<file path="src/rtl/pmod_cls_update_sequencer.sv">
// Sequences clear / line1 / line2 commands into the PMOD CLS driver from request pulses or auto-refresh.
// Each phase is a strobe-until-ready-low, then wait-ready-high handshake; requests seen while busy coalesce.
module pmod_cls_update_sequencer #(
   parameter int parm_fast_simulation = 0,
   parameter int FCLK                 = 20000000,
   parameter int parm_refresh_ms      = 500,
   parameter int parm_ack_timeout     = 65535
) (
   input  logic         i_clk_20mhz,
   input  logic         i_rstn_20mhz,
   input  logic         i_req_update,
   input  logic         i_req_clear,
   input  logic         i_auto_refresh_en,
   input  logic [127:0] i_line1,
   input  logic [127:0] i_line2,
   input  logic         i_command_ready,
   output logic         o_cmd_wr_clear_display,
   output logic         o_cmd_wr_text_line1,
   output logic         o_cmd_wr_text_line2,
   output logic [127:0] o_dat_ascii_line1,
   output logic [127:0] o_dat_ascii_line2,
   output logic         o_busy,
   output logic         o_done,
   output logic         o_err_timeout
);

   localparam int REFRESH_CYC = (parm_fast_simulation != 0) ? 100 : (FCLK / 1000) * parm_refresh_ms;
   localparam logic [31:0] REFRESH_LAST = 32'(REFRESH_CYC - 1);
   localparam logic [31:0] TIMEOUT_LAST = 32'(parm_ack_timeout - 1);

   typedef enum logic [2:0] {
      S_IDLE, S_CLR_REQ, S_CLR_ACK, S_L1_REQ, S_L1_ACK, S_L2_REQ, S_L2_ACK, S_DONE
   } state_t;

   state_t      state_q;
   logic [31:0] ref_cnt_q, ref_cnt_d;
   logic [31:0] phase_cnt_q;
   logic        pend_upd_q, pend_upd_d;
   logic        pend_clr_q, pend_clr_d;
   logic        refresh_hit;
   logic        take;
   logic        expired;

   assign refresh_hit = i_auto_refresh_en && (ref_cnt_q == REFRESH_LAST);
   assign take        = (state_q == S_IDLE) && (pend_upd_q || pend_clr_q) && i_command_ready;
   assign expired     = (phase_cnt_q == TIMEOUT_LAST);

   // A request landing on the snapshot cycle survives the clear and drives the next pass.
   always_comb begin
      ref_cnt_d = '0;
      if (i_auto_refresh_en && !refresh_hit) ref_cnt_d = ref_cnt_q + 32'd1;
      pend_upd_d = (pend_upd_q && !take) || i_req_update || refresh_hit;
      pend_clr_d = (pend_clr_q && !take) || i_req_clear;
   end

   always_ff @(posedge i_clk_20mhz or negedge i_rstn_20mhz) begin
      if (!i_rstn_20mhz) begin
         state_q                <= S_IDLE;
         ref_cnt_q              <= '0;
         phase_cnt_q            <= '0;
         pend_upd_q             <= 1'b0;
         pend_clr_q             <= 1'b0;
         o_cmd_wr_clear_display <= 1'b0;
         o_cmd_wr_text_line1    <= 1'b0;
         o_cmd_wr_text_line2    <= 1'b0;
         o_dat_ascii_line1      <= '0;
         o_dat_ascii_line2      <= '0;
         o_busy                 <= 1'b0;
         o_done                 <= 1'b0;
         o_err_timeout          <= 1'b0;
      end else begin
         ref_cnt_q   <= ref_cnt_d;
         pend_upd_q  <= pend_upd_d;
         pend_clr_q  <= pend_clr_d;
         o_done      <= 1'b0;
         phase_cnt_q <= phase_cnt_q + 32'd1;
         case (state_q)
            S_IDLE: begin
               phase_cnt_q <= '0;
               if (take) begin
                  o_dat_ascii_line1 <= i_line1;
                  o_dat_ascii_line2 <= i_line2;
                  o_busy            <= 1'b1;
                  if (pend_clr_q) begin
                     state_q                <= S_CLR_REQ;
                     o_cmd_wr_clear_display <= 1'b1;
                  end else begin
                     state_q             <= S_L1_REQ;
                     o_cmd_wr_text_line1 <= 1'b1;
                  end
               end
            end
            S_CLR_REQ: begin
               if (!i_command_ready) begin
                  o_cmd_wr_clear_display <= 1'b0;
                  phase_cnt_q            <= '0;
                  state_q                <= S_CLR_ACK;
               end else if (expired) begin
                  o_cmd_wr_clear_display <= 1'b0;
                  o_err_timeout          <= 1'b1;
                  o_done                 <= 1'b1;
                  state_q                <= S_DONE;
               end
            end
            S_CLR_ACK: begin
               if (i_command_ready) begin
                  o_cmd_wr_text_line1 <= 1'b1;
                  phase_cnt_q         <= '0;
                  state_q             <= S_L1_REQ;
               end else if (expired) begin
                  o_err_timeout <= 1'b1;
                  o_done        <= 1'b1;
                  state_q       <= S_DONE;
               end
            end
            S_L1_REQ: begin
               if (!i_command_ready) begin
                  o_cmd_wr_text_line1 <= 1'b0;
                  phase_cnt_q         <= '0;
                  state_q             <= S_L1_ACK;
               end else if (expired) begin
                  o_cmd_wr_text_line1 <= 1'b0;
                  o_err_timeout       <= 1'b1;
                  o_done              <= 1'b1;
                  state_q             <= S_DONE;
               end
            end
            S_L1_ACK: begin
               if (i_command_ready) begin
                  o_cmd_wr_text_line2 <= 1'b1;
                  phase_cnt_q         <= '0;
                  state_q             <= S_L2_REQ;
               end else if (expired) begin
                  o_err_timeout <= 1'b1;
                  o_done        <= 1'b1;
                  state_q       <= S_DONE;
               end
            end
            S_L2_REQ: begin
               if (!i_command_ready) begin
                  o_cmd_wr_text_line2 <= 1'b0;
                  phase_cnt_q         <= '0;
                  state_q             <= S_L2_ACK;
               end else if (expired) begin
                  o_cmd_wr_text_line2 <= 1'b0;
                  o_err_timeout       <= 1'b1;
                  o_done              <= 1'b1;
                  state_q             <= S_DONE;
               end
            end
            S_L2_ACK: begin
               if (i_command_ready || expired) begin
                  if (!i_command_ready) o_err_timeout <= 1'b1;
                  o_done  <= 1'b1;
                  state_q <= S_DONE;
               end
            end
            S_DONE: begin
               phase_cnt_q <= '0;
               o_busy      <= 1'b0;
               state_q     <= S_IDLE;
            end
            default: state_q <= S_IDLE;
         endcase
      end
   end

endmodule

</file>
<file path="config.mk">
export PLATFORM = sky130hd
export DESIGN_NAME = pmod_cls_update_sequencer
export DESIGN_NICKNAME = d
export VERILOG_FILES = /design/src/rtl/pmod_cls_update_sequencer.sv
export SDC_FILE = /design/constraint.sdc
export NUM_CORES = 1
export LEC_CHECK = 0
export ABC_AREA = 1
export BUFFER_PORTS_ARGS = -buffer_cell sky130_fd_sc_hd__buf_4
export CORE_AREA = 4 4 204 206
export CTS_BUF_LIST = sky130_fd_sc_hd__clkbuf_4 sky130_fd_sc_hd__clkbuf_8 sky130_fd_sc_hd__clkbuf_16
export DETAILED_ROUTE_END_ITERATION = 7
export DIE_AREA = 0 0 208 210
export GPL_TIMING_DRIVEN = 0
export PLACE_DENSITY = 0.71
export SYNTH_ARGS = -nofsm -noshare
export SYNTH_HDL_FRONTEND = slang
export SYNTH_SLANG_ARGS = --single-unit
</file>
<file path="constraint.sdc">
create_clock -name i_clk_20mhz -period 2.7 [get_ports i_clk_20mhz]
set_input_delay 0.54 -clock i_clk_20mhz [delete_from_list [all_inputs] [get_ports i_clk_20mhz]]
set_output_delay 0.54 -clock i_clk_20mhz [all_outputs]
set_load 0.02 [all_outputs]
</file>
* Yosys cells after proc, flatten, opt, wreduce, memory -nomap -nowiden
Cells that the tools add are included.
** Cells by class
- Add/subtract/negate cells :: 2
- Eq/ne operators :: 21
- Mux-type cells :: 37
- Reductions and logical operators :: 29
** Operators with widths (number)
- $mux W32 :: 3
- $pmux W32 S3 :: 1
- $add A32 B1 Y32 const B :: 2
- $eq A32 B16 Y1 const B :: 1
- $eq A32 B24 Y1 const B :: 1
- $mux W3 :: 8
- $pmux W3 S8 :: 1
- $mux W1 :: 17
- $ne A2 B2 Y1 const B :: 8
- $eq A3 B3 Y1 const B :: 4
- $reduce_and A5 Y1 :: 2
- $ne A3 B3 Y1 const B :: 3
- $pmux W1 S3 :: 3
- $eq A3 B2 Y1 const B :: 2
- $logic_and A1 B1 Y1 :: 6
- $pmux W1 S2 :: 3
- $reduce_and A2 Y1 :: 3
- $reduce_bool A2 Y1 :: 3
- $reduce_bool A3 Y1 :: 2
- $logic_or A1 B1 Y1 :: 5
- $reduce_and A4 Y1 :: 1
- $reduce_or A2 Y1 :: 2
- $eq A3 B1 Y1 const B :: 1
- $logic_not A3 Y1 :: 1
- 5 further kinds :: 6
** Storage, ports and cells
- Register bits :: 331
- Bits of input ports :: 262
- Output and inout port bits :: 262
- Word-level logic and storage cells :: 102

* Longest topological paths before layout
- Depth after elaboration :: 7
- Mapped depth :: 12
- Mapped depth without buffers :: 12

* Least setup slack after synthesis
OpenSTA, ideal clock, no wires.
- Kind :: register to register
- Start point :: reg state_q[0]
- End point :: reg o_dat_ascii_line1[50]
- Library setup time :: 0.117 ns
- Arrival time :: 1.472 ns
- Required time :: 2.583 ns
- Path slack :: 1.111 ns
- Cell stages (with the launch flop) :: 10
- Buffers on the path :: 3
- Clock period less this slack :: 1.589 ns
- Cell sequence :: dfrtp_1 > buf_4 > nor3_4 > nand2_2 > nor2_4 > inv_2 > buf_2 > buf_2 > nand2_1 > nand2_1
** Between the ends
- Word-level cells in the longest chain between the ends :: 4
** Ends and longest elaborated chain
- start, declared :: RTL line 35 : state_t state_q;
- start signal, assigned :: RTL line 58 : state_q <= S_IDLE;
- start signal, assigned :: RTL line 85 : state_q <= S_CLR_REQ;
- start signal, assigned :: RTL line 88 : state_q <= S_L1_REQ;
- $logic_not A3 Y1 (*) :: RTL line 45, 77
- $logic_and A1 B1 Y1 (2 in series) :: RTL line 45 : assign take = (state_q == S_IDLE) && (pend_upd_q || pend_clr_q) && i_command_ready;
- $reduce_and A2 Y1 (no line) (*)
- end signal, assigned :: RTL line 81 : o_dat_ascii_line1 <= i_line1;
- end, declared :: RTL line 20 : output logic [127:0] o_dat_ascii_line1,
Mark *: on every way between the ends. The rest lies on a longest branch, timed or not.
A chain may end at the register's enable or synchronous reset.

* Worst setup path in the final report
- Start point :: reg state_q[0]
- End point :: reg o_dat_ascii_line1[8]
Same word-level chain as after synthesis.

==> reports/results.tsv <==
stage	metric	value	unit
outcome	status	finished clean	
clock_tree	Post-CTS Setup Inserts	0	
drt	DRT Pass-1 Iters	7	
die	die width	208	um
yosys	Syn Std Cell Area	13900	um^2
global_routing	GRT Total Usage	0.208	
yosys	most frequent cell after synthesis	nand2_1	
yosys	cell count after synthesis	1679	
die	row cnt	73	
global_routing	global-route wire length before repair	72.8	mm
die	Initial Util	0.350	
global_routing	grt peak-use layer	met2	
yosys	ys async rst share	1.00	
hold_path	worst hold path type	in2async	
global_routing	vias in the first global route	13000	
yosys	dominant synthesized flop cell	dfrtp_1	
yosys	Yosys warning total	0	
clock_tree	TritonCTS buffer count	38	
global_routing	met1 GRT Util	0.253	
final_layout	Cell Count, Final, Fillers Out	2794	
sta	Tcrit/Tclk final	0.830	
sta	Max Clock Skew	0.0187	ns
pwr	Final Total Pwr	22.9	mW
clock_tree	Reg clk slew, reported paths	0.06	ns
drt	DR iter-0 viols	1019	
yosys	most frequent cells after synthesis	nand2_1 (906), dfrtp_1 (331), nor2_1 (121), inv_1 (75), buf_2 (54)	
worst_setup_path	WS Path Type	reg2reg	
final_layout	area of the multi-input gates	4980	um^2
sta	crit path time final	2.24	ns
sta	highest clock rate	446	MHz
global_routing	initial antenna violation count	0	
die	Placeable Area	39600	um^2
yosys	number of synthesized flops with an enable pin	0	
yosys	Area contributors post-synth	dfrtp_1 (60%), nand2_1 (24%), nor2_1 (3.3%)	
sta	setup_tns	0	ns
clock_tree	clock sink count	331	
worst_setup_path	Worst EP required	3.17	ns
worst_setup_path	Max stage delay on crit path	0.36	ns
drt	drt total wl	47.4	mm
global_routing	M2 GR Usage	0.360	
yosys	Syn Nets	1944	
yosys	sequential element share of the synthesized area	0.597	
worst_setup_path	WP data arrival	2.71	ns
clock_tree	Clk Latency, worst-skew pair	0.54	ns
global_routing	M3 GR Usage	0.0552	
drt	Final ANT Viol Nets	0	
placement	GP Congestion	0.928	
placement	detailed placement HPWL	36.6	mm
yosys	Yosys reg bits	331	
worst_setup_path	Worst setup EP type	register	
die	Die H	210	um
global_routing	largest net degree at the start of global routing	125	
clock_tree	H-tree depth	2	
drt	DR DRC count	0	
sta	Slew Limit Fails	0	
sta	Worst-Margin Slew	0.750	ns
drt	vias per cell	4.62	
clock_tree	Clock Tree Buf Depth	3	
yosys	post-synthesis cell type count	36	
worst_setup_path	CP Launch Type	register	
clock_tree	CTS root buffer	clkbuf_16	
pwr	Cell Pwr Density	1160	nW/um^2
final_layout	filler instances	3737	
clock_tree	CTS tree	built	
yosys	share of the synthesized area in the top cell type	0.597	
worst_setup_path	critical-path maximum fanout	10	
die	I/O Pins	524	
yosys	Avg Cell Area, Syn	8.27	um^2
worst_setup_path	CP Cell Sequence	buf_4 > nor3_4 > nand2_2 > nor2_4 > buf_2 > buf_2 > nand2_1 > nand2_1	
worst_setup_path	Crit-path slowest cell	dfrtp_1	
placement	count of input and output buffers	523	
sta	final setup violation count	0	
pwr	peak supply drop	0.862	mV
clock_tree	hold_buf cts	0	
final_layout	Ant. Diodes	0	
job	max cap viols	0	
sta	RSZ-0062 raised after global routing	no	
yosys	cell taking the most area after synthesis	dfrtp_1	
final_layout	Final #Nets	2509	
sta	Slew Limit Headroom	0.500	
die	Die ar.	43700	um^2
drt	DR vias	12900	
final_layout	fraction of layout cells with a size suffix above 1	0.290	
clock_tree	post-cts resize count	0	
final_layout	P&R area growth vs syn	42.7	%
global_routing	grt ovf	0	
drt	DR WL/cell	17.0	um
sta	Hold Violations, Final	0	
pwr	Static Leakage	10.7	nW
final_layout	register area	8280	um^2
placement	placed cells	2729	
-- power by group --
| part | total (mW) | switching (mW) | internal, mW |
|---|---|---|---|
| Sequential | 7.95 | 1.11 | 6.85 |
| Combinational | 9.68 | 5.99 | 3.69 |
| Clock | 5.27 | 2.03 | 3.24 |
-- stage by stage --
step	setup slack (ns)	hold slack [ns]	utilization	area [um^2]
after CTS	0.428	0.0526	0.500	19800
after global routing	0.331	0.0806	0.500	19800
final	0.458	0.0466	0.500	19800
after global placement	-2.01	0.446	0.466	18500
after floorplan	1.11	0.244	-	13900
after detailed placement	0.434	0.460	0.467	18500
-- worst max-delay path: cells and delay by family, from the launching register on --
family | cells | cell delay [ns]
simple gates | 5 | 0.99
buf+inv | 3 | 0.82
flops | 1 | 0.36
-- cell usage in the layout (no fill, tap or decap), drive strengths merged, types with 2 or more instances in the layout --
cell,instances
or2,2
buf,587
o211ai,2
nand2,907
o31ai,2
nand4,12
dfrtp,331
nor4,6
o21a,2
xnor2,5
xor2,25
o21ai,11
ha,3
clkinvlp,2
a211oi,2
inv,78
clkbuf,58
bufinv,3
a21oi,20
clkinv,3
nor3,45
nand3,31
nor2,124
-- flip-flops by register name, summed over array words and instances, names as in the netlist, 3 cells and up --
name / cells
o_dat_ascii_line2: 128
phase_cnt_q: 32
state_q: 3
ref_cnt_q: 32
o_dat_ascii_line1: 128
-- logic make-up after synthesis --
logic type / synth area share
and+or+nand+nor: 0.318
DFF: 0.597
buffers and inverters: 0.0446
AOI/OAI and AO/OA: 0.0190
xor gates and xnor gates: 0.0189
adders and majority gates: 0.00270
-- area by class of cell --
type                    count  share of cell area
inverters                  77              0.0146
plain buffers              64              0.0167
multi-input cells        1207               0.251
clock inverters             9             0.00651
repair buffers            525               0.201
clock buffers              56              0.0582
flip-flops and latches    331               0.418
well taps                 525              0.0332
-- final timing paths --
path | endpoint | start | cells past startpoint | slack [ns]
worst max-delay path | o_dat_ascii_line1[8] | state_q[0] | 8 | 0.46
worst min-delay path | ref_cnt_q[0] | i_rstn_20mhz | 1 | 0.05
worst max register to register | o_dat_ascii_line1[8] | state_q[0] | 8 | 0.46
worst min register to register | ref_cnt_q[0] | ref_cnt_q[0] | 1 | 0.47
max in group asynchronous | o_dat_ascii_line1[21] | i_rstn_20mhz | 2 | 1.54
min in group i_clk_20mhz | o_dat_ascii_line1[80] | i_line1[80] | 3 | 0.20
-- per-layer routing --
metal | vias up | share of wire
met5 | - | 0
met4 | 0 | 0.032
met3 | 92 | 0.077
met2 | 507 | 0.49
met1 | 6031 | 0.40
li1 | 6282 | -
Note: power is estimated with default switching activity, not from simulation.
